## src/rtl/exec_sequencer_pkg.sv

```systemverilog
// Shared opcodes, instruction field positions, FSM states and flag indices.
package exec_sequencer_pkg;

  localparam logic [4:0] OP_NOP = 5'h00;
  localparam logic [4:0] OP_NOT = 5'h01;
  localparam logic [4:0] OP_AND = 5'h02;
  localparam logic [4:0] OP_OR  = 5'h03;
  localparam logic [4:0] OP_NEG = 5'h04;
  localparam logic [4:0] OP_ADD = 5'h05;
  localparam logic [4:0] OP_SUB = 5'h06;
  localparam logic [4:0] OP_MUL = 5'h07;
  localparam logic [4:0] OP_LD  = 5'h08;
  localparam logic [4:0] OP_STR = 5'h09;
  localparam logic [4:0] OP_JMP = 5'h0A;
  localparam logic [4:0] OP_JC  = 5'h0B;
  localparam logic [4:0] OP_JS  = 5'h0C;
  localparam logic [4:0] OP_JO  = 5'h0D;
  localparam logic [4:0] OP_JZ  = 5'h0E;
  localparam logic [4:0] OP_HLT = 5'h0F;

  localparam int unsigned OP_MSB   = 31;
  localparam int unsigned OP_LSB   = 27;
  localparam int unsigned RD_MSB   = 26;
  localparam int unsigned RD_LSB   = 24;
  localparam int unsigned RA_MSB   = 23;
  localparam int unsigned RA_LSB   = 21;
  localparam int unsigned RB_MSB   = 20;
  localparam int unsigned RB_LSB   = 18;
  localparam int unsigned ADDR_MSB = 15;
  localparam int unsigned ADDR_LSB = 0;

  localparam int unsigned FLAG_Z = 0;
  localparam int unsigned FLAG_O = 1;
  localparam int unsigned FLAG_S = 2;
  localparam int unsigned FLAG_C = 3;

  typedef enum logic [2:0] {
    ST_FETCH  = 3'd0,
    ST_DECODE = 3'd1,
    ST_EXEC   = 3'd2,
    ST_MEM    = 3'd3,
    ST_WB     = 3'd4,
    ST_HALT   = 3'd7
  } state_e;

endpackage

```

## src/rtl/exec_sequencer_reg_file.sv

```systemverilog
// Register file: two combinational read ports, one synchronous write port.
module exec_sequencer_reg_file #(
  parameter int unsigned NUM_REGS  = 8,
  parameter int unsigned BITS_DATA = 32,
  parameter int unsigned IDX_W     = $clog2(NUM_REGS)
) (
  input  logic                 clk,
  input  logic                 rst,
  input  logic [IDX_W-1:0]     rd_a_idx_i,
  input  logic [IDX_W-1:0]     rd_b_idx_i,
  output logic [BITS_DATA-1:0] rd_a_o,
  output logic [BITS_DATA-1:0] rd_b_o,
  input  logic                 we_i,
  input  logic [IDX_W-1:0]     wr_idx_i,
  input  logic [BITS_DATA-1:0] wr_data_i
);

  logic [BITS_DATA-1:0] regs_q [NUM_REGS];

  always_ff @(posedge clk or posedge rst) begin
    if (rst) begin
      for (int unsigned i = 0; i < NUM_REGS; i++) regs_q[i] <= '0;
    end else if (we_i) begin
      regs_q[wr_idx_i] <= wr_data_i;
    end
  end

  assign rd_a_o = regs_q[rd_a_idx_i];
  assign rd_b_o = regs_q[rd_b_idx_i];

endmodule

```

## src/rtl/exec_sequencer.sv

```systemverilog
// Fetch/decode/execute controller driving the ALU and memory.
module exec_sequencer
  import exec_sequencer_pkg::*;
#(
  parameter int unsigned BITS_DATA = 32,
  parameter int unsigned BITS_ADDR = 16,
  parameter int unsigned NUM_REGS  = 8
) (
  input  logic                 clk,
  input  logic                 rst,
  output logic [BITS_ADDR-1:0] mem_addr,
  output logic [BITS_DATA-1:0] mem_wdata,
  output logic                 mem_we,
  input  logic [BITS_DATA-1:0] mem_rdata,
  output logic [BITS_DATA-1:0] alu_a,
  output logic [BITS_DATA-1:0] alu_b,
  output logic [4:0]           alu_opcode,
  input  logic [BITS_DATA-1:0] alu_result,
  input  logic                 alu_c,
  input  logic                 alu_s,
  input  logic                 alu_o,
  input  logic                 alu_z,
  output logic [3:0]           flags,
  output logic [BITS_ADDR-1:0] pc,
  output logic                 halted,
  output logic                 illegal
);

  state_e               state_q, state_d;
  logic [BITS_ADDR-1:0] pc_q, pc_d;
  logic [BITS_DATA-1:0] instr_q, instr_d;
  logic [BITS_DATA-1:0] res_q, res_d;
  logic [BITS_DATA-1:0] alu_a_q, alu_a_d;
  logic [BITS_DATA-1:0] alu_b_q, alu_b_d;
  logic [4:0]           alu_op_q, alu_op_d;
  logic [3:0]           flags_q, flags_d;
  logic                 mem_we_q, mem_we_d;
  logic                 halted_q, halted_d;
  logic                 illegal_q, illegal_d;
  logic                 rf_we;

  logic [4:0]           op;
  logic [2:0]           rd, ra, rb;
  logic [BITS_ADDR-1:0] addr;
  logic [BITS_DATA-1:0] rf_a, rf_b;
  logic                 unused_reserved;

  assign op   = instr_q[OP_MSB:OP_LSB];
  assign rd   = instr_q[RD_MSB:RD_LSB];
  assign ra   = instr_q[RA_MSB:RA_LSB];
  assign rb   = instr_q[RB_MSB:RB_LSB];
  assign addr = instr_q[ADDR_MSB:ADDR_LSB];
  assign unused_reserved = ^instr_q[17:16];

  exec_sequencer_reg_file #(
    .NUM_REGS  (NUM_REGS),
    .BITS_DATA (BITS_DATA)
  ) u_rf (
    .clk        (clk),
    .rst        (rst),
    .rd_a_idx_i (ra),
    .rd_b_idx_i (rb),
    .rd_a_o     (rf_a),
    .rd_b_o     (rf_b),
    .we_i       (rf_we),
    .wr_idx_i   (rd),
    .wr_data_i  (res_q)
  );

  always_ff @(posedge clk or posedge rst) begin
    if (rst) begin
      state_q   <= ST_FETCH;
      pc_q      <= '0;
      instr_q   <= '0;
      res_q     <= '0;
      alu_a_q   <= '0;
      alu_b_q   <= '0;
      alu_op_q  <= OP_NOP;
      flags_q   <= '0;
      mem_we_q  <= 1'b0;
      halted_q  <= 1'b0;
      illegal_q <= 1'b0;
    end else begin
      state_q   <= state_d;
      pc_q      <= pc_d;
      instr_q   <= instr_d;
      res_q     <= res_d;
      alu_a_q   <= alu_a_d;
      alu_b_q   <= alu_b_d;
      alu_op_q  <= alu_op_d;
      flags_q   <= flags_d;
      mem_we_q  <= mem_we_d;
      halted_q  <= halted_d;
      illegal_q <= illegal_d;
    end
  end

  // mem_we is registered, so it is raised on the DECODE->MEM edge for STR
  always_comb begin
    state_d   = state_q;
    pc_d      = pc_q;
    instr_d   = instr_q;
    res_d     = res_q;
    alu_a_d   = alu_a_q;
    alu_b_d   = alu_b_q;
    alu_op_d  = alu_op_q;
    flags_d   = flags_q;
    mem_we_d  = 1'b0;
    halted_d  = halted_q;
    illegal_d = illegal_q;
    rf_we     = 1'b0;

    unique case (state_q)
      ST_FETCH: begin
        instr_d = mem_rdata;
        pc_d    = pc_q + BITS_ADDR'(1);
        state_d = ST_DECODE;
      end
      ST_DECODE: begin
        alu_a_d  = rf_a;
        alu_b_d  = rf_b;
        alu_op_d = op;
        state_d  = ST_FETCH;
        case (op)
          OP_NOT, OP_AND, OP_OR, OP_NEG,
          OP_ADD, OP_SUB, OP_MUL: state_d = ST_EXEC;
          OP_LD:  state_d = ST_MEM;
          OP_STR: begin
            state_d  = ST_MEM;
            mem_we_d = 1'b1;
          end
          OP_NOP: ;
          OP_HLT: begin
            state_d  = ST_HALT;
            halted_d = 1'b1;
          end
          OP_JMP: pc_d = addr;
          OP_JC:  if (flags_q[FLAG_C]) pc_d = addr;
          OP_JS:  if (flags_q[FLAG_S]) pc_d = addr;
          OP_JO:  if (flags_q[FLAG_O]) pc_d = addr;
          OP_JZ:  if (flags_q[FLAG_Z]) pc_d = addr;
          default: illegal_d = 1'b1;
        endcase
      end
      ST_EXEC: begin
        res_d           = alu_result;
        flags_d[FLAG_S] = alu_s;
        flags_d[FLAG_Z] = alu_z;
        if (op != OP_MUL) begin
          flags_d[FLAG_C] = alu_c;
          flags_d[FLAG_O] = alu_o;
        end
        state_d = ST_WB;
      end
      ST_MEM: begin
        if (op == OP_LD) begin
          res_d   = mem_rdata;
          state_d = ST_WB;
        end else begin
          state_d = ST_FETCH;
        end
      end
      ST_WB: begin
        rf_we   = 1'b1;
        state_d = ST_FETCH;
      end
      ST_HALT: state_d = ST_HALT;
      default: state_d = ST_FETCH;
    endcase
  end

  always_comb begin
    mem_addr  = pc_q;
    mem_wdata = '0;
    if (state_q == ST_MEM) begin
      mem_addr = addr;
      if (op == OP_STR) mem_wdata = rf_a;
    end
  end

  assign mem_we     = mem_we_q;
  assign alu_a      = alu_a_q;
  assign alu_b      = alu_b_q;
  assign alu_opcode = alu_op_q;
  assign flags      = flags_q;
  assign pc         = pc_q;
  assign halted     = halted_q;
  assign illegal    = illegal_q;

endmodule

```

## config.mk

```make
export PLATFORM = sky130hd
export DESIGN_NAME = exec_sequencer
export DESIGN_NICKNAME = d
export VERILOG_FILES = /design/src/rtl/exec_sequencer_pkg.sv /design/src/rtl/exec_sequencer_reg_file.sv /design/src/rtl/exec_sequencer.sv
export SDC_FILE = /design/constraint.sdc
export NUM_CORES = 1
export LEC_CHECK = 0
export CORE_UTILIZATION = 50
export DETAILED_ROUTE_END_ITERATION = 8
export HOLD_SLACK_MARGIN = 0.08
export PLACE_DENSITY_LB_ADDON = 0.25
export SLEW_MARGIN = 15
export SYNTH_ARGS = -nofsm -noshare
export SYNTH_HDL_FRONTEND = slang
export SYNTH_HIERARCHICAL = 1
export SYNTH_SLANG_ARGS = --single-unit
```

## constraint.sdc

```tcl
create_clock -name clk -period 11 [get_ports clk]
set_input_delay 1.65 -clock clk [delete_from_list [all_inputs] [get_ports clk]]
set_output_delay 1.65 -clock clk [all_outputs]
set_load 0.1 [all_outputs]
```

# Yosys cells after proc, flatten, opt, wreduce, memory -nomap -nowiden
# Cells that the tools add are included.
[classes] n_addsub=1 order_cmp=4 eq_ne=27 mux=26 n_bitwise=4 n_reduce_logical=13
[ops] op="$bwmux 256" n=1
[ops] op="$mux 32" n=8
[ops] op="$bmux 32 s3" n=2
[ops] op="$demux 32 s3" n=1
[ops] op="$mux 16" n=5
[ops] op="$pmux 16 s5" n=1
[ops] op="$pmux 32 s2" n=1
[ops] op="$eq 5x4->1 const B" n=8
[ops] op="$pmux 16 s2" n=1
[ops] op="$eq 5x3->1 const B" n=4
[ops] op="$add 16x1->16 const B" n=1
[ops] op="$reduce_or 16->1" n=1
[ops] op="$pmux 3 s5" n=1
[ops] op="$ge 4x4->1 const B" n=3
[ops] op="$ne 3x3->1 const B" n=4
[ops] op="$not 3->4" n=3
[ops] op="$eq 5x2->1 const B" n=2
[ops] op="$pmux 3 s3" n=1
[ops] op="$reduce_and 2->1" n=4
[ops] op="$reduce_or 7->1" n=1
[ops] op="$eq 3x2->1 const B" n=2
[ops] op="$eq 3x3->1 const B" n=2
[ops] op="$ne 6x2->1 const B" n=1
[ops] op="$reduce_and 6->1" n=1
[ops] op="13 further kinds" n=16
[word_totals] reg_bits=415 inputBits=70 out_inout_bits=140 wordCells=95

# Depth between registers and ports, before layout
# Gate-level depths: netlist of the first run.
[depth] ltp_word=6 ltp_mapped=8 mapped_depth_nobuf=6

# By module
# The synthesis of the first run kept the hierarchy.
[by_module_without_submodules] mod="exec_sequencer_reg_file" n_inst=1 cells_each=780 area_per_inst_um2=13853.3 seq_area_each_um2=6406.1
[by_module_without_submodules] mod="exec_sequencer" n_inst=1 cells_each=720 area_per_inst_um2=7131.8 seq_area_each_um2=3928.8

# Worst setup path before layout of the first run
# No wires, ideal clock.
[synth_path] path_kind="flip-flop to output port" from="register state_q[0]" to="output mem_addr[0]" t_arrival_ns=3.182 t_required_ns=9.350 slack_ns=6.168 stages_incl_launch_ff=6 path_buffers=3 cell_sequence="dfrtp_1 -> buf_2 -> nand3b_1 -> buf_2 -> buf_2 -> o21ai_0"
[synth_between] elab_chain_cells=2
[synth_lines] item="start: declaration" line="exec_sequencer.sv:29" rtl="state_e state_q, state_d;"
[synth_lines] item="start signal: assignment" line="exec_sequencer.sv:84" rtl="state_q <= state_d;"
[synth_lines] item="$eq 3x2->1" line="exec_sequencer.sv:175" rtl="if (state_q == ST_MEM) begin"
[synth_lines] item="$mux 16" line="exec_sequencer.sv:175"
[synth_lines] item="end: declaration" line="exec_sequencer.sv:11" rtl="output logic [BITS_ADDR-1:0] mem_addr,"
# No other way between the ends.

# Worst setup path in the final report of the first run
[layout_path] from="register instr_q[23]" to="output mem_wdata[6]"
[layout_between] elab_chain_cells=6
[layout_lines] item="start: declaration" line="exec_sequencer.sv:31" rtl="logic [BITS_DATA-1:0] instr_q, instr_d;"
[layout_lines] item="start signal: assignment" line="exec_sequencer.sv:86" rtl="instr_q <= instr_d;"
[layout_lines] item="$not 3->4 (implied by the code)" line="exec_sequencer_reg_file.sv:28" rtl="assign rd_a_o = regs_q[rd_a_idx_i];"
[layout_lines] item="$bmux 32 s3" line="exec_sequencer_reg_file.sv:28"
[layout_lines] item="$mux 32 (implied by the code) (2 in a row)" line="exec_sequencer_reg_file.sv:28"
[layout_lines] item="net rf_a[6]" line="exec_sequencer.sv:45" rtl="logic [BITS_DATA-1:0] rf_a, rf_b;"
[layout_lines] item="$mux 32" line="exec_sequencer.sv:177" rtl="if (op == OP_STR) mem_wdata = rf_a;"
[layout_lines] item="$mux 32" line="exec_sequencer.sv:175"
[layout_lines] item="end: declaration" line="exec_sequencer.sv:12" rtl="output logic [BITS_DATA-1:0] mem_wdata,"
# The timed path passes the listed nets, and every way through them passes these cells. The select of a mux whose other input is x is not followed.

==> results of run 1 <==
final cells by class:
cell class / instances / share of cell area (%)
inverter: 3 / 0.0954
clock buffer: 67 / 5.29
multi-input combinational: 973 / 40.5
timing repair buffer: 230 / 9.03
tap: 532 / 2.67
sequential: 413 / 41.5
clock inverter: 14 / 0.914
path summary, 6_finish.rpt:
path | start | end | slack, ns | cells after the start
min in group asynchronous | rst | u_rf/regs_q[60] | 1.70 | 2
setup / recovery | instr_q[23] | mem_wdata[6] | 5.29 | 5
hold reg to reg | alu_a[5] | alu_a[5] | 0.47 | 2
hold / removal | alu_a[5] | alu_a[5] | 0.47 | 2
setup reg to reg | state_q[0] | u_rf/regs_q[161] | 7.90 | 4
max in group asynchronous | rst | alu_opcode[1] | 7.74 | 3
routing by layer:
layer / vias up / track usage (%)
met2: 369 / 39.0
met1: 6926 / 36.7
met4: 0 / 6.36
met5: - / 0
li1: 5907 / -
met3: 60 / 4.51
cells in the final DEF, fill, tap and decap left out, drive strengths merged, types with 2 or more instances in the layout:
cell type	count
a21o	2
clkdlybuf4s50	209
a31oi	9
mux2	369
nor2	49
clkinv	6
o21ai	15
nand4	5
and4bb	2
nand3	10
dfrtp	413
inv	5
nor4bb	3
nand2	221
a21oi	39
and3	2
nor3	3
a21boi	3
nand4b	3
nand2b	2
buf	21
xor2	5
and2	36
mux2i	40
clkbuf	67
a22oi	6
a2bb2oi	3
bufinv	6
nand3b	2
mux4	128
report_power, final:
part | switching, mW | internal (mW) | leakage (nW)
combinational | 2.10 | 1.62 | 5.77
clock | 0.607 | 0.967 | 0.764
sequential | 0.664 | 2.15 | 5.35
per-stage QoR:
stage	std cells	power, mW	util [%]	cell area [µm²]
after floorplan	1500	5.61	-	21000
after global placement	2151	6.45	56.8	23400
after detailed placement	2151	6.56	56.8	23400
after CTS	2232	8.16	60.6	24900
after global routing	2232	8.52	60.6	24900
final	2232	8.12	60.6	24900
logic make-up (layout without fill, tap and decap cells):
| logic type | count (synthesis) | count (layout) | synth area share (%) |
|---|---|---|---|
| compound gates | 84 | 84 | 2.45 |
| xor+xnor | 5 | 5 | 0.209 |
| fa+ha+maj | 1 | 1 | 0.0596 |
| buf+inv | 114 | 314 | 3.11 |
| flops | 413 | 413 | 49.2 |
| mux | 537 | 537 | 37.5 |
| simple gates | 346 | 346 | 7.42 |
worst max-delay path, stage by stage (launching register included):
cell and delay [ns]:
dfrtp_4 0.76, buf_4 0.63, mux4_1 0.64, mux2_2 0.29, and2_1 0.14, clkdlybuf4s50_1 0.98
flip-flops by register name (all words and copies together) (netlist names):
register / count
alu_opcode: 5
u_rf/regs_q: 256
illegal: 1
flags: 4
res_q: 32
mem_we: 1
pc: 16
halted: 1
state_q: 3
alu_b: 32
alu_a: 32
instr_q: 30
==> run_results.csv, run 1 <==
group,metric,value,unit
setup_path,end_kind,"primary output",
synthesis,syn_inst,1500,
clock_network,cts_setup_buffers,0,
route,drt_pre_antenna_iters,7,
clock_network,clock_latency,0.57,ns
floorplan,io_pins,210,
sta,finalCriticalPeriod,5.71,ns
clock_network,clock-root-buffer,"clkbuf_16",
outcome,status,"finished with violations",
synthesis,postSynthNetCount,1571,
floorplan,start_util,51.0,%
global_routing,grt_pass1_wl,81000,µm
floorplan,die_x,207,µm
synthesis,synth_ff_type,"dfrtp_1",
clock_network,cts_buffers,44,
power,p_per_area,326,mW/mm²
setup_path,critPathArrivalTime,4.06,ns
sta,hold_ws,0.472,ns
synthesis,synth_edf_count,0,
floorplan,die_area,0.0428,mm²
layout,ff_latch_area,0.0103,mm²
global_routing,grt_pass1_vias,13600,
route,vias_per_cell,5.94,
placed_design,routabilityCongestion,0.772,
sta,fin_tns_setup,0,ns
sta,worst_slew_pin_slew,1.06,ns
clock_network,holdBufCountCts,0,
synthesis,postSynthAreaPerCell,14.0,µm²
sta,drv_slew,0,
route,wirelength,52300,µm
global_routing,grt_max_degree,102,
synthesis,yosys.area.top_type,"dfrtp_1",
synthesis,synth_top_area_share,49.2,%
floorplan,die_height,207,µm
power,peakVddDrop,0.332,mV
floorplan,core_area,0.0411,mm²
route,drt_iter0_markers,693,
setup_path,cp-start-kind,"register",
sta,post-route-period-util,51.9,%
synthesis,async_flop_share,100,%
sta,setup_viol,0,
placed_design,dpl.hpwl,31100,µm
outcome,violations,"DRC",
synthesis,synth-seq-cells,413,
global_routing,overflow,0,
route,drcViolationCount,9,
route,wl_met2,24300,µm
sta,fin_skew,0.0171,ns
power,leakagePower,11.9,nW
layout,n_fill_cell,3248,
clock_network,cts_tree,"done",
layout,multiInputGateArea,0.0101,mm²
sta,rsz0062_at_grt,"false",
layout,synthToLayoutAreaGrowth,18.7,%
sta,hold_viol,0,
clock_network,ctsResizeCount,0,
route,via_count,13300,
floorplan,rows,74,
synthesis,synth.most_common_cell,"dfrtp_1",
layout,fin_nets,1736,
sta,setup_slack,5.29,ns
synthesis,synth_common_cells,"dfrtp_1 (413), mux2_2 (341), nand2_1 (221)",
layout,drive_gt1_share,29.9,%
setup_path,cp_max_fo,36,
placed_design,post-place-ws,5.87,ns
clock_network,numClockSinks,413,
route,top_layer,"met4",
run,drv_cap,0,
route,met3_wirelength,2860,µm
synthesis,mappedNetlistArea,0.0210,mm²
synthesis,ys_types,52,
synthesis,ys_seq_area_share,49.2,%
route,wl_met1,24300,µm
sta,fmaxAchievable,175,MHz
layout,n_antenna_cell,0,
route,ant_nets,0,
clock_network,path_clk_slew,0.06,ns
hold_path,hold_class,"register to register",
placed_design,numPortBuffers,209,
setup_path,worstSetupPathType,"register to primary output",
route,wl_per_cell,23.4,µm
synthesis,yosysWarnings,6,
clock_network,htree_levels,2,
global_routing,gr-usage-all-layers,25.1,%
clock_network,clk_path_buf_depth,3,
sta,slew_headroom,28.8,%
synthesis,synth_area_leaders,"dfrtp_1 (49%), mux2_2 (18%), mux4_1 (12%)",
global_routing,antenna_found_initial,0,
setup_path,crit_required,9.35,ns
Power figures use the tool's default switching activity.
==> run 2: changes to the inputs <==
==> constraint.sdc (replaced) <==
create_clock -name clk -period 5.28 [get_ports clk]
set_input_delay 0.792 -clock clk [delete_from_list [all_inputs] [get_ports clk]]
set_output_delay 0.792 -clock clk [all_outputs]
set_load 0.1 [all_outputs]
==> run_results.csv, run 2 (synthesis results as in run 1) <==
group,metric,value,unit
layout,max_flop_register,"u_rf/regs_q",
layout,post-route-cell-area,0.0248,mm²
hold_path,hold_class,"register to register",
floorplan,start_util,51.0,%
route,top_layer,"met4",
clock_network,cts_tree,"done",
route,drt_iter0_markers,802,
setup_path,cp-start-kind,"register",
sta,finalCriticalPeriod,3.86,ns
sta,setup_viol,0,
hold_path,hold_start,"illegal",
setup_path,r2r_end,"u_rf/regs_q[106]",
floorplan,rows,74,
placed_design,numPortBuffers,209,
clock_network,path_clk_slew,0.06,ns
global_routing,grt_max_degree,185,
setup_path,crit_required,4.49,ns
setup_path,r2r_start,"state_q[0]",
clock_network,holdBufCountCts,0,
global_routing,gr-usage-all-layers,24.7,%
sta,fin_skew,0.0235,ns
route,met3_wirelength,2870,µm
sta,fmaxAchievable,259,MHz
layout,final_common_cell,"dfrtp_1",
outcome,violations,"DRC",
clock_network,clock-root-buffer,"clkbuf_16",
placed_design,placed_area,0.0233,mm²
route,vias_per_cell,5.91,
setup_path,worstSetupPathType,"register to primary output",
global_routing,antenna_found_initial,0,
setup_path,cpMaxStageDelayCell,"dfrtp_4",
clock_network,clk_path_buf_depth,3,
global_routing,grt_pass1_wl,79900,µm
setup_path,ff2ff_path_depth,5,
setup_path,max_stage_delay,0.87,ns
power,leakagePower,12.0,nW
floorplan,core_area,0.0411,mm²
placed_design,dpl.hpwl,31200,µm
floorplan,die_height,207,µm
route,wl_met1,23900,µm
sta,slew_headroom,29.6,%
floorplan,io_pins,210,
placed_design,routabilityCongestion,0.829,
setup_path,ff2ff_setup_slack,2.40,ns
layout,final_cell_mix,"dfrtp_1 (407), mux2_2 (341), nand2_1 (220)",
route,drt_pre_antenna_iters,6,
sta,hold_viol,0,
setup_path,cpLargestDelayFamily,"flip-flops",
setup_path,end_kind,"primary output",
floorplan,die_x,207,µm
power,peakVddDrop,0.706,mV
global_routing,grt_pass1_vias,13600,
setup_path,cp_cell_sequence,"buf_4, mux4_1, mux2_2, and2_1, buf_4",
route,via_count,13200,
outcome,status,"finished with violations",
sta,drv_slew,0,
clock_network,clock_latency,0.58,ns
clock_network,cts_setup_buffers,0,
layout,fin_nets,1742,
route,ant_nets,0,
hold_path,min_to,"illegal",
sta,fin_tns_setup,0,ns
sta,rsz0062_at_grt,"false",
run,drv_cap,0,
clock_network,numClockSinks,413,
clock_network,cts_buffers,45,
layout,drive_gt1_share,33.1,%
setup_path,cp_common_cell,"buf_4",
setup_path,critPathArrivalTime,3.07,ns
hold_path,whs_path_depth,1,
layout,n_antenna_cell,0,
layout,synthToLayoutAreaGrowth,18.2,%
sta,post-route-period-util,73.2,%
route,wirelength,51300,µm
global_routing,overflow,0,
clock_network,htree_levels,2,
route,wl_per_cell,22.9,µm
floorplan,die_area,0.0428,mm²
route,drcViolationCount,8,
setup_path,cp_max_fo,41,
clock_network,ctsResizeCount,0,
route,wl_met2,23700,µm
setup_path,cp_num_buf_inv,2,
layout,largest_reg_flops,256,
sta,worst_slew_pin_slew,1.05,ns
power,p_per_area,675,mW/mm²
[run 2: power by group]
part / total (mW) / switching [mW] / internal, mW / leakage (nW)
Sequential: 5.98 / 1.49 / 4.48 / 5.35
Combinational: 7.60 / 4.23 / 3.37 / 5.88
Clock: 3.17 / 1.29 / 1.88 / 0.741
[run 2: metal layers]
layer,global-route usage (%),vias to the layer above
met1,36.6,6897
met3,4.77,64
met4,6.31,0
li1,-,5906
met5,0,-
met2,37.6,351
[run 2: cell type report]
type                       instances  area (µm²)
clock buffer                      68        1360
timing repair buffer             235        2190
fill                            3235       16300
sequential                       413       10300
tap                              532         666
inverter                           3        20.0
clock inverter                    13         129
multi-input combinational        973       10100
[run 2: worst max-delay path by stage]
| stage | startpoint | to | cells after the start |
|---|---|---|---|
| CTS | instr_q[23] | mem_wdata[22] | 5 |
| detailed placement | instr_q[23] | mem_wdata[22] | 5 |
| global placement | instr_q[23] | mem_wdata[17] | 5 |
| floorplan | rst | alu_a[0] | 1 |
| global route | instr_q[23] | mem_wdata[12] | 5 |
| finish | instr_q[23] | mem_wdata[17] | 5 |
[run 2: worst register-to-register path: cells and delay by family (launching register included)]
kind          cells  cell delay (ns)
buf+inv           2             0.81
mux               1             0.44
flops             1             0.36
simple gates      2             1.16
[run 2: through the flow]
stage / setup WS (ns) / instances / hold WS (ns) / util [%] / power (mW)
floorplan: 0.253 / 1500 / 0.463 / - / 11.7
global placement: 2.00 / 2156 / 0.459 / 56.7 / 13.4
detailed placement: 1.98 / 2156 / 0.444 / 56.7 / 13.6
CTS: 1.37 / 2237 / 0.468 / 60.3 / 16.9
global route: 1.29 / 2237 / 0.483 / 60.3 / 17.6
finish: 1.42 / 2237 / 0.466 / 60.3 / 16.7
==> run 3: changes to the inputs <==
==> constraint.sdc (replaced) <==
create_clock -name clk -period 3.85 [get_ports clk]
set_input_delay 0.5775 -clock clk [delete_from_list [all_inputs] [get_ports clk]]
set_output_delay 0.5775 -clock clk [all_outputs]
set_load 0.1 [all_outputs]
==> run_results.csv, run 3 (synthesis results as in run 1) <==
group,metric,value,unit
outcome,status,"finished with violations",
outcome,violations,"DRC",
placed_design,post-place-ws,0.867,ns
global_routing,grt_pass1_vias,13800,
clock_network,numClockSinks,413,
setup_path,cp_max_fo,41,
floorplan,core_area,0.0411,mm²
clock_network,cts_setup_buffers,0,
sta,fin_tns_setup,0,ns
sta,fmaxAchievable,283,MHz
layout,drive_gt1_share,33.4,%
sta,rsz0062_at_grt,"false",
floorplan,rows,74,
placed_design,placed_area,0.0240,mm²
hold_path,hold_class,"register to register",
floorplan,die_x,207,µm
floorplan,start_util,51.0,%
setup_path,cp-start-kind,"register",
setup_path,crit_required,3.27,ns
setup_path,worstSetupPathType,"register to primary output",
route,drt_iter0_markers,798,
global_routing,antenna_found_initial,0,
global_routing,gr-usage-all-layers,25.3,%
layout,n_antenna_cell,0,
power,p_per_area,923,mW/mm²
sta,setup_viol,0,
setup_path,max_stage_delay,0.72,ns
clock_network,htree_levels,2,
clock_network,cts_tree,"done",
route,via_count,13500,
power,leakagePower,12.2,nW
sta,hold_viol,0,
global_routing,grt_max_degree,173,
layout,final_cell_mix,"dfrtp_1 (407), mux2_2 (341), nand2_1 (220)",
placed_design,dpl.hpwl,32800,µm
clock_network,clk_path_buf_depth,3,
layout,synthToLayoutAreaGrowth,22.0,%
clock_network,clock_latency,0.57,ns
power,peakVddDrop,0.960,mV
layout,post-route-cell-area,0.0256,mm²
sta,post-route-period-util,91.8,%
run,drv_cap,0,
sta,slew_headroom,25.2,%
layout,max_flop_register,"u_rf/regs_q",
layout,largest_reg_flops,256,
sta,finalCriticalPeriod,3.54,ns
setup_path,cp_cell_sequence,"buf_12, mux4_1, mux2_2, and2_1, buf_12",
floorplan,die_area,0.0428,mm²
sta,fin_skew,0.0147,ns
route,wl_per_cell,23.6,µm
sta,setup_slack,0.315,ns
layout,fin_nets,1749,
route,wirelength,52900,µm
setup_path,cp_common_cell,"buf_12",
placed_design,numPortBuffers,209,
floorplan,io_pins,210,
sta,drv_slew,0,
setup_path,critPathArrivalTime,2.96,ns
global_routing,overflow,0,
clock_network,holdBufCountCts,0,
sta,worst_slew_pin_slew,1.12,ns
clock_network,path_clk_slew,0.06,ns
global_routing,grt_pass1_wl,81700,µm
setup_path,cpMaxStageDelayCell,"dfrtp_4",
clock_network,clock-root-buffer,"clkbuf_16",
route,vias_per_cell,6.00,
setup_path,end_kind,"primary output",
clock_network,cts_buffers,45,
clock_network,ctsResizeCount,0,
route,drt_pre_antenna_iters,7,
placed_design,routabilityCongestion,0.790,
layout,final_common_cell,"dfrtp_1",
route,drcViolationCount,8,
floorplan,die_height,207,µm
route,ant_nets,0,
-- run 3: cell count changes in the layout (fill, tap and decap cells not counted) --
cell | previous run | this run
clkinv_4 | 1 | 0
inv_6 | 3 | 0
bufinv_16 | 2 | 5
clkinvlp_4 | 2 | 4
buf_12 | 2 | 57
buf_4 | 72 | 24
clkbuf_1 | 8 | 6
-- run 3: worst max-delay path, delay by kind of cell, from the launching register on --
kind / cells / cell delay, ns
flip-flops: 1 / 0.72
multiplexers: 2 / 0.94
buffers and inverters: 2 / 0.51
AND/OR/NAND/NOR: 1 / 0.17
-- run 3: cell type report --
type                            count  area, µm²
Timing Repair Buffer              242       2930
Fill cell                        3083      15500
Clock buffer                       66       1360
Inverter                            3       18.8
Sequential cell                   413      10300
Tap cell                          532        666
Multi-Input combinational cell    973      10100
Clock inverter                     14        200
-- run 3: power breakdown --
group,switching [mW],internal [mW],total [mW]
logic,5.95,4.95,10.9
registers,2.07,6.15,8.23
clock network,1.76,2.76,4.52
total,9.78,13.9,23.6
-- run 3: path summary, 6_finish.rpt --
check	depth (start not counted)	slack, ns	endpoint	start
max	5	0.31	mem_wdata[9]	instr_q[23]
min	2	0.47	alu_b[15]	alu_b[15]
max reg2reg	4	0.81	u_rf/regs_q[40]	state_q[0]
min reg2reg	2	0.47	alu_b[15]	alu_b[15]
max in group asynchronous	3	2.39	u_rf/regs_q[159]	rst
min in group asynchronous	3	0.55	alu_a[13]	rst
-- run 3: through the flow --
step | power (mW) | util, % | hold slack, ns | cells
finish | 23.6 | 62.3 | 0.473 | 2243
global route | 24.8 | 62.3 | 0.486 | 2243
CTS | 23.8 | 62.3 | 0.477 | 2243
detailed placement | 19.2 | 58.5 | 0.456 | 2163
global placement | 18.8 | 58.5 | 0.454 | 2163
floorplan | 16.0 | - | 0.463 | 1500
-- run 3: routing by layer --
layer	global-route usage (%)	wire length, µm	vias up
li1	-	-	5931
met1	36.1	23800	7072
met2	39.2	24600	385
met3	6.36	3510	71
met4	5.66	918	0
met5	0	0	-
